<file path="src/rtl/rr_slot_arbiter_if.sv">
// Request/grant bundle between requesters (master) and rr_slot_arbiter (slave).
interface rr_slot_arbiter_if;
    localparam int unsigned N_REQ = 4;
    localparam int unsigned ID_W  = 2;

    logic [N_REQ-1:0] req;
    logic [N_REQ-1:0] gnt;
    logic [ID_W-1:0]  gnt_id;
    logic             gnt_valid;
    logic [ID_W-1:0]  ptr;
    logic             preempt;

    modport master (
        output req,
        input  gnt, gnt_id, gnt_valid, ptr, preempt
    );

    modport slave (
        input  req,
        output gnt, gnt_id, gnt_valid, ptr, preempt
    );
endinterface

</file>
<file path="src/rtl/rr_slot_arbiter.sv">
// Four-way round-robin arbiter with a one-cycle turnaround gap after every grant.
// Optional tenure limit with forced release when ARB_PREEMPT_EN is defined.
module rr_slot_arbiter #(
    parameter int unsigned MAX_HOLD = 8,
    parameter int unsigned HOLD_W   = 8
) (
    input  logic             clk,
    input  logic             rst,
    rr_slot_arbiter_if.slave bus
);
    localparam int unsigned N_REQ = 4;
    localparam int unsigned ID_W  = 2;

    typedef enum logic [1:0] {
        IDLE = 2'd0,
        BUSY = 2'd1,
        GAP  = 2'd2
    } state_e;

    // Reject configurations where the tenure counter cannot reach MAX_HOLD.
    if (MAX_HOLD == 0 || MAX_HOLD > 255 || (MAX_HOLD >> HOLD_W) != 0) begin : g_bad_cfg
        $error("rr_slot_arbiter: MAX_HOLD must be 1..255 and below 2**HOLD_W");
    end

    state_e            state_q, state_d;
    logic [N_REQ-1:0]  gnt_q, gnt_d;
    logic [ID_W-1:0]   gnt_id_q, gnt_id_d;
    logic              gnt_valid_q, gnt_valid_d;
    logic [ID_W-1:0]   ptr_q, ptr_d;
    logic [ID_W-1:0]   win_id;
    logic              win_found;
`ifdef ARB_PREEMPT_EN
    logic [HOLD_W-1:0] hold_q, hold_d;
    logic              preempt_q, preempt_d;
`endif

    // First requester found scanning upward from the priority pointer.
    always_comb begin
        win_id    = '0;
        win_found = 1'b0;
        for (int i = 0; i < N_REQ; i++) begin
            if (!win_found && bus.req[ptr_q + ID_W'(i)]) begin
                win_found = 1'b1;
                win_id    = ptr_q + ID_W'(i);
            end
        end
    end

    always_comb begin
        state_d     = state_q;
        gnt_d       = gnt_q;
        gnt_id_d    = gnt_id_q;
        gnt_valid_d = gnt_valid_q;
        ptr_d       = ptr_q;
`ifdef ARB_PREEMPT_EN
        hold_d      = hold_q;
        preempt_d   = 1'b0;
`endif
        unique case (state_q)
            IDLE: begin
                if (win_found) begin
                    state_d     = BUSY;
                    gnt_d       = N_REQ'(1) << win_id;
                    gnt_id_d    = win_id;
                    gnt_valid_d = 1'b1;
`ifdef ARB_PREEMPT_EN
                    hold_d      = HOLD_W'(1);
`endif
                end
            end
            BUSY: begin
                // Release on request drop (or tenure expiry); winner drops to lowest priority.
                if (!bus.req[gnt_id_q]) begin
                    state_d     = GAP;
                    gnt_d       = '0;
                    gnt_id_d    = '0;
                    gnt_valid_d = 1'b0;
                    ptr_d       = gnt_id_q + ID_W'(1);
`ifdef ARB_PREEMPT_EN
                    hold_d      = '0;
                end else if (hold_q >= HOLD_W'(MAX_HOLD)) begin
                    state_d     = GAP;
                    gnt_d       = '0;
                    gnt_id_d    = '0;
                    gnt_valid_d = 1'b0;
                    ptr_d       = gnt_id_q + ID_W'(1);
                    hold_d      = '0;
                    preempt_d   = 1'b1;
                end else if (hold_q != '1) begin
                    hold_d      = hold_q + HOLD_W'(1);
`endif
                end
            end
            GAP: begin
                state_d = IDLE;
            end
            default: begin
                state_d = IDLE;
            end
        endcase
    end

    always_ff @(posedge clk or posedge rst) begin
        if (rst) begin
            state_q     <= IDLE;
            gnt_q       <= '0;
            gnt_id_q    <= '0;
            gnt_valid_q <= 1'b0;
            ptr_q       <= '0;
`ifdef ARB_PREEMPT_EN
            hold_q      <= '0;
            preempt_q   <= 1'b0;
`endif
        end else begin
            state_q     <= state_d;
            gnt_q       <= gnt_d;
            gnt_id_q    <= gnt_id_d;
            gnt_valid_q <= gnt_valid_d;
            ptr_q       <= ptr_d;
`ifdef ARB_PREEMPT_EN
            hold_q      <= hold_d;
            preempt_q   <= preempt_d;
`endif
        end
    end

    assign bus.gnt       = gnt_q;
    assign bus.gnt_id    = gnt_id_q;
    assign bus.gnt_valid = gnt_valid_q;
    assign bus.ptr       = ptr_q;
`ifdef ARB_PREEMPT_EN
    assign bus.preempt   = preempt_q;
`else
    assign bus.preempt   = 1'b0;
`endif
endmodule

</file>
<file path="src/flat_wrapper.sv">
// flat-port wrapper written by rule: the top's interface ports become plain ports
module rr_slot_arbiter_flat 
#(
    parameter int unsigned MAX_HOLD = 8,
    parameter int unsigned HOLD_W   = 8
)
  (clk, rst, bus_req, bus_gnt, bus_gnt_id, bus_gnt_valid, bus_ptr, bus_preempt);
  rr_slot_arbiter_if bus_i ();
  input  logic clk;
  input  logic rst;
  input wire logic [$bits(bus_i.req)-1:0] bus_req;
  output wire logic [$bits(bus_i.gnt)-1:0] bus_gnt;
  output wire logic [$bits(bus_i.gnt_id)-1:0] bus_gnt_id;
  output wire logic [$bits(bus_i.gnt_valid)-1:0] bus_gnt_valid;
  output wire logic [$bits(bus_i.ptr)-1:0] bus_ptr;
  output wire logic [$bits(bus_i.preempt)-1:0] bus_preempt;
  assign bus_i.req = bus_req;
  assign bus_gnt = bus_i.gnt;
  assign bus_gnt_id = bus_i.gnt_id;
  assign bus_gnt_valid = bus_i.gnt_valid;
  assign bus_ptr = bus_i.ptr;
  assign bus_preempt = bus_i.preempt;
  rr_slot_arbiter #(.MAX_HOLD(MAX_HOLD), .HOLD_W(HOLD_W)) u_core (.clk(clk), .rst(rst), .bus(bus_i));
endmodule
</file>
<file path="config.mk">
export PLATFORM = sky130hd
export DESIGN_NAME = rr_slot_arbiter_flat
export DESIGN_NICKNAME = d
export VERILOG_FILES = /design/src/rtl/rr_slot_arbiter_if.sv /design/src/rtl/rr_slot_arbiter.sv /design/src/flat_wrapper.sv
export SDC_FILE = /design/constraint.sdc
export NUM_CORES = 1
export LEC_CHECK = 0
export CORE_MARGIN = 2
export CORE_UTILIZATION = 28
export CTS_BUF_LIST = sky130_fd_sc_hd__clkbuf_4
export DETAILED_ROUTE_END_ITERATION = 10
export GPL_ROUTABILITY_DRIVEN = 0
export MAX_ROUTING_LAYER = met4
export SYNTH_ARGS = -nofsm -noshare
export SYNTH_HDL_FRONTEND = slang
export SYNTH_SLANG_ARGS = --single-unit
</file>
<file path="constraint.sdc">
create_clock -name clk -period 3.9 [get_ports clk]
set_clock_uncertainty 0.1 [all_clocks]
set_input_delay 0.975 -clock clk [delete_from_list [all_inputs] [get_ports clk]]
set_output_delay 0.975 -clock clk [all_outputs]
set_load 0.02 [all_outputs]
</file>
-- After elaboration in Yosys (flattened, before gate mapping)
Index checks and enable logic that the tools add are counted.
- flip-flop bits (word level): 11
- output and inout port bits: 10
- word-level logic and storage cells: 60
- $add $sub $neg: 4
- order comparisons: 5
- equal/unequal tests: 3
- shift operators: 1
- multiplexer cells: 30
- bitwise operators: 1
- reduce and logical (&&, ||, !) cells: 11
- operators by type and width (operator ; number):
    $mux W2 ; 8
    $lt A2 B3 Y1 const B ; 5
    $mux W1 ; 11
    $bmux W1 S2 ; 5
    $mux W4 ; 2
    $pmux W2 S2 ; 2
    $pmux W4 S2 ; 1
    $add A2 B1 Y2 const B ; 2
    $add A2 B2 Y2 const B ; 2
    $reduce_and A2 Y1 ; 2
    $shl A1 B2 Y4 const A ; 1
    $logic_and A1 B1 Y1 ; 3
    $logic_not A1 Y1 ; 3
    $reduce_and A3 Y1 ; 1
    $eq A2 B1 Y1 const B ; 1
    $logic_not A2 Y1 ; 1
    $ne A2 B1 Y1 const B ; 1
    $ne A2 B2 Y1 const B ; 1
    $pmux W1 S2 ; 1
    $reduce_bool A2 Y1 ; 1
    $not A1 Y1 ; 1

-- Logic depth before layout (Yosys ltp)
- depth after elaboration: 15
- mapped depth: 5

-- Worst setup path before layout
Ideal clock, no wire load.
- path type: in2reg
- from: input port bus_req[3]
- to: register u_core.gnt_id_q[1], in the netlist u_core.bus.gnt_id[1]
- arrival: 1913 ps
- required time: 3656 ps
- slack: 1743 ps
- cell stages on the path: 4
- buffers on the path: 1
- cells stage by stage: mux4_2 -> nor3b_4 -> buf_6 -> o22ai_2
- longest elaborated chain between the ends: 14
- RTL lines (what ; RTL line ; text):
    from (decl) ; flat_wrapper.sv:11 ; input wire logic [$bits(bus_i.req)-1:0] bus_req;
    $bmux W1 S2 ; rr_slot_arbiter.sv:42 ; if (!win_found && bus.req[ptr_q + ID_W'(i)]) begin
    $mux W1 (implied by the code) ; rr_slot_arbiter.sv:42 ;
    $mux W1 ; rr_slot_arbiter.sv:42 ;
    $logic_not A1 Y1 ; rr_slot_arbiter.sv:42 ;
    $logic_and A1 B1 Y1 ; rr_slot_arbiter.sv:42 ;
    $mux W1 ; rr_slot_arbiter.sv:42 ;
    $logic_not A1 Y1 ; rr_slot_arbiter.sv:42 ;
    $logic_and A1 B1 Y1 ; rr_slot_arbiter.sv:42 ;
    $mux W1 ; rr_slot_arbiter.sv:42 ;
    $logic_not A1 Y1 ; rr_slot_arbiter.sv:42 ;
    $logic_and A1 B1 Y1 ; rr_slot_arbiter.sv:42 ;
    $mux W2 or $mux W1 (tied branches) ; rr_slot_arbiter.sv:42 ;
    $mux W2 or $ne A2 B1 Y1 (tied branches) ; n/a ;
    $pmux W2 S2 or $reduce_and A3 Y1 (tied branches) ; n/a ;
    to (signal assigned) ; rr_slot_arbiter.sv:117 ; gnt_id_q <= gnt_id_d;
    to (decl) ; rr_slot_arbiter.sv:27 ; logic [ID_W-1:0] gnt_id_q, gnt_id_d;
Several ways; a longest one is shown, not always the timed one. The select of a mux whose other input is x is not followed.
A chain may end at the register's enable or synchronous reset.

-- Worst setup path in the final report
Same ends and word-level chain as after synthesis.

==> impl_metrics.toml <==
[worst_hold_path]
hp-class = "reg -> reg"

[sta]
worst_pin_slew_ns = 0.5520
tns_ns = 0
fin_ws_ns = 1.280
setup_viol = 0
slew_headroom_pct = 63.08
rsz0062_at_grt = "false"
finalCritPeriodShare_pct = 67.19
slew_violations = 0
max_freq_mhz = 381.6
finalCriticalPeriod_ns = 2.620
hold_viol = 0

[worst_setup_path]
cp.arrival_ns = 2.64
required_ns = 3.92
crit_type = "in -> reg"
cp-end-kind = "flip-flop"
cp_max_fo = 12
crit_path_start_kind = "input port"

[route]
routed_wirelength_um = 1134
drc_errors = 0
vias = 467
avgViaCountPerCell = 4.814
avgRoutedWirePerCell_um = 11.69
ant_nets = 0
dr.first_iter.drc_count = 4
drt-pass1-iter-count = 4

[job]
drv_cap = 0

[clocking]
clk_pin_slew_ns = 0.07
hold_buffers = 0
h-tree-depth = 1
clockRootBuffer = "clkbuf_4"
cts_tree = "yes"
worst_skew_pair.late_latency_ns = 0.27
cts.sinks = 11
cts_setup_buffers = 0
cts-resized-gates = 0
cts_inserted_buffers = 3
cts.path.max_buffers = 2

[placed_design]
port_buffers = 14
dp.cells = 93
dpl.hpwl_um = 837.1
dp_slack_ns = 1.011

[finish]
finalNonFillerCells = 97
fin_nets = 77
mostFrequentLayoutCell = "clkdlybuf4s50_1"
drive_gt1_share_pct = 10.00
nFillCells = 203
final_cell_mix = "clkdlybuf4s50_1, dfrtp_1, nand2_1"
fin_util_pct = 38.60
area_growth_pct = 31.65
n_antenna_cell = 0

[floorplan]
dieArea_um2 = 2410
dieHeight_um = 49.09
coreArea_um2 = 1942
die_width_um = 49.09
initial_core_util_pct = 29.32
pin_count = 16
rows = 16

[synthesis]
avgSynthCellArea_um2 = 10.35
synth_top_area_share_pct = 48.35
synthTopCellsByArea = "dfrtp_1, o32ai_1, a21oi_1, mux4_2, nand2_1"
syn_inst = 55
yosys.area.top_type = "dfrtp_1"
yosys_warnings = 0
ys_seq_area_share_pct = 48.35
syn_area_um2 = 569.3
syn_nets = 61
synth.distinct_cells = 24
ys_ff_latch = 11

[grt]
grt_start_max_net_pins = 14
track_usage_pct = 9.772
grt_first_pass_wirelength_um = 1725
antenna_found_initial = 0
overflow = 0
grt_pass1_vias = 373

[power_and_ir_drop]
leakage_uw = 0.0003089
clkPwrFrac_pct = 12.9
finalPower_uw = 647.5
switchingPower_uw = 267.2
peakVddDrop_uv = 358.6
cellPowerDensity_nw_per_um2 = 863.9
p_int_uw = 380.3
p_seq_share_pct = 34.4
p_comb_share_pct = 52.7
switching_share_pct = 41.27

[run_status]
status = "complete, no violations"
## flip-flops by register name, summed over array words and instances (netlist names)
signal / flops
u_core.bus.gnt_id: 2
u_core.bus.gnt_valid: 1
u_core.bus.gnt: 4
u_core.bus.ptr: 2
u_core.state_q: 2
## critical path: stages
cell,delay [ns]
clkdlybuf4s50_1,0.49
mux4_2,0.54
nor3b_4,0.47
o22ai_2,0.16
## synth_stat cells
library cell   n
or3_1          1
o32ai_1        5
a211o_1        1
conb_1         1
nor2_1         5
buf_4          1
a21oi_1        5
buf_2          1
o22ai_1        1
inv_1          3
nor2b_1        2
mux4_2         1
o32a_1         1
nand2b_1       2
buf_6          1
nor3b_4        1
a211oi_1       1
dfrtp_1       11
o21ai_1        1
o22ai_2        1
xnor2_1        1
a21o_1         1
nand2_1        6
nor4_1         1
## cell type report
| type | count | area, um2 | area share, % |
|---|---|---|---|
| Inverter | 3 | 11.26 | 1.503 |
| Clock buffer | 4 | 30.03 | 4.007 |
| Sequential cell | 11 | 275.3 | 36.73 |
| Timing Repair Buffer | 14 | 140.1 | 18.70 |
| Tap cell | 27 | 33.78 | 4.508 |
| Multi-Input combinational cell | 38 | 259.0 | 34.56 |
## per-stage QoR
stage          instance area (um2)  hold WS (ns)
6_report                     749.5        0.4065
5_1_grt                      749.5        0.4402
4_1_cts                      749.5        0.4130
3_5_place_dp                 719.4        0.4038
3_3_place_gp                 719.4        0.3892
2_1_floorplan                569.3        0.3741
## cell families (layout without fill, tap and decap cells)
| family | Yosys count | after routing | share of synthesized area [%] |
|---|---|---|---|
| simple gates | 18 | 18 | 17.14 |
| xor+xnor | 1 | 1 | 1.539 |
| mux | 1 | 1 | 3.956 |
| compound gates | 17 | 17 | 22.20 |
| buf+inv | 6 | 21 | 6.153 |
| flops | 11 | 11 | 48.35 |
| other cells | 1 | 1 | 0.6587 |
## power groups by stage
stage | Sequential, uW | Clock, uW | Combinational, uW
floorplan | 272 | 0 | 180
global placement | 226 | 0 | 339
detailed placement | 225 | 0 | 341
CTS | 224 | 86.7 | 343
global route | 232 | 90.2 | 370
finish | 223 | 83.3 | 341
## path summary, 6_finish.rpt
check                      slack (ns)                               end                        startpoint  cells past startpoint
max in group asynchronous        2.53  u_core.bus.gnt_id[0]$_DFFE_PP0P_                               rst                      2
max                              1.28  u_core.bus.gnt_id[1]$_DFFE_PP0P_                        bus_req[3]                      4
min reg2reg                      0.41     u_core.state_q[0]$_DFFE_PP0P_     u_core.state_q[1]$_DFFE_PP0P_                      1
min                              0.41     u_core.state_q[0]$_DFFE_PP0P_     u_core.state_q[1]$_DFFE_PP0P_                      1
max reg2reg                      2.00  u_core.bus.gnt_id[1]$_DFFE_PP0P_  u_core.bus.gnt_id[0]$_DFFE_PP0P_                      3
min in group asynchronous        0.89     u_core.bus.gnt[2]$_DFFE_PP0P_                               rst                      2
## metal layers
| layer | wire length, um | global-route usage [%] | vias up |
|---|---|---|---|
| li1 | - | - | 231 |
| met1 | 593 | 13.62 | 220 |
| met2 | 459 | 12.39 | 14 |
| met3 | 62 | 3.681 | 2 |
| met4 | 19 | 4.286 | 0 |
| met5 | 0 | - | - |
No activity file was read; power rests on OpenSTA's default activity.
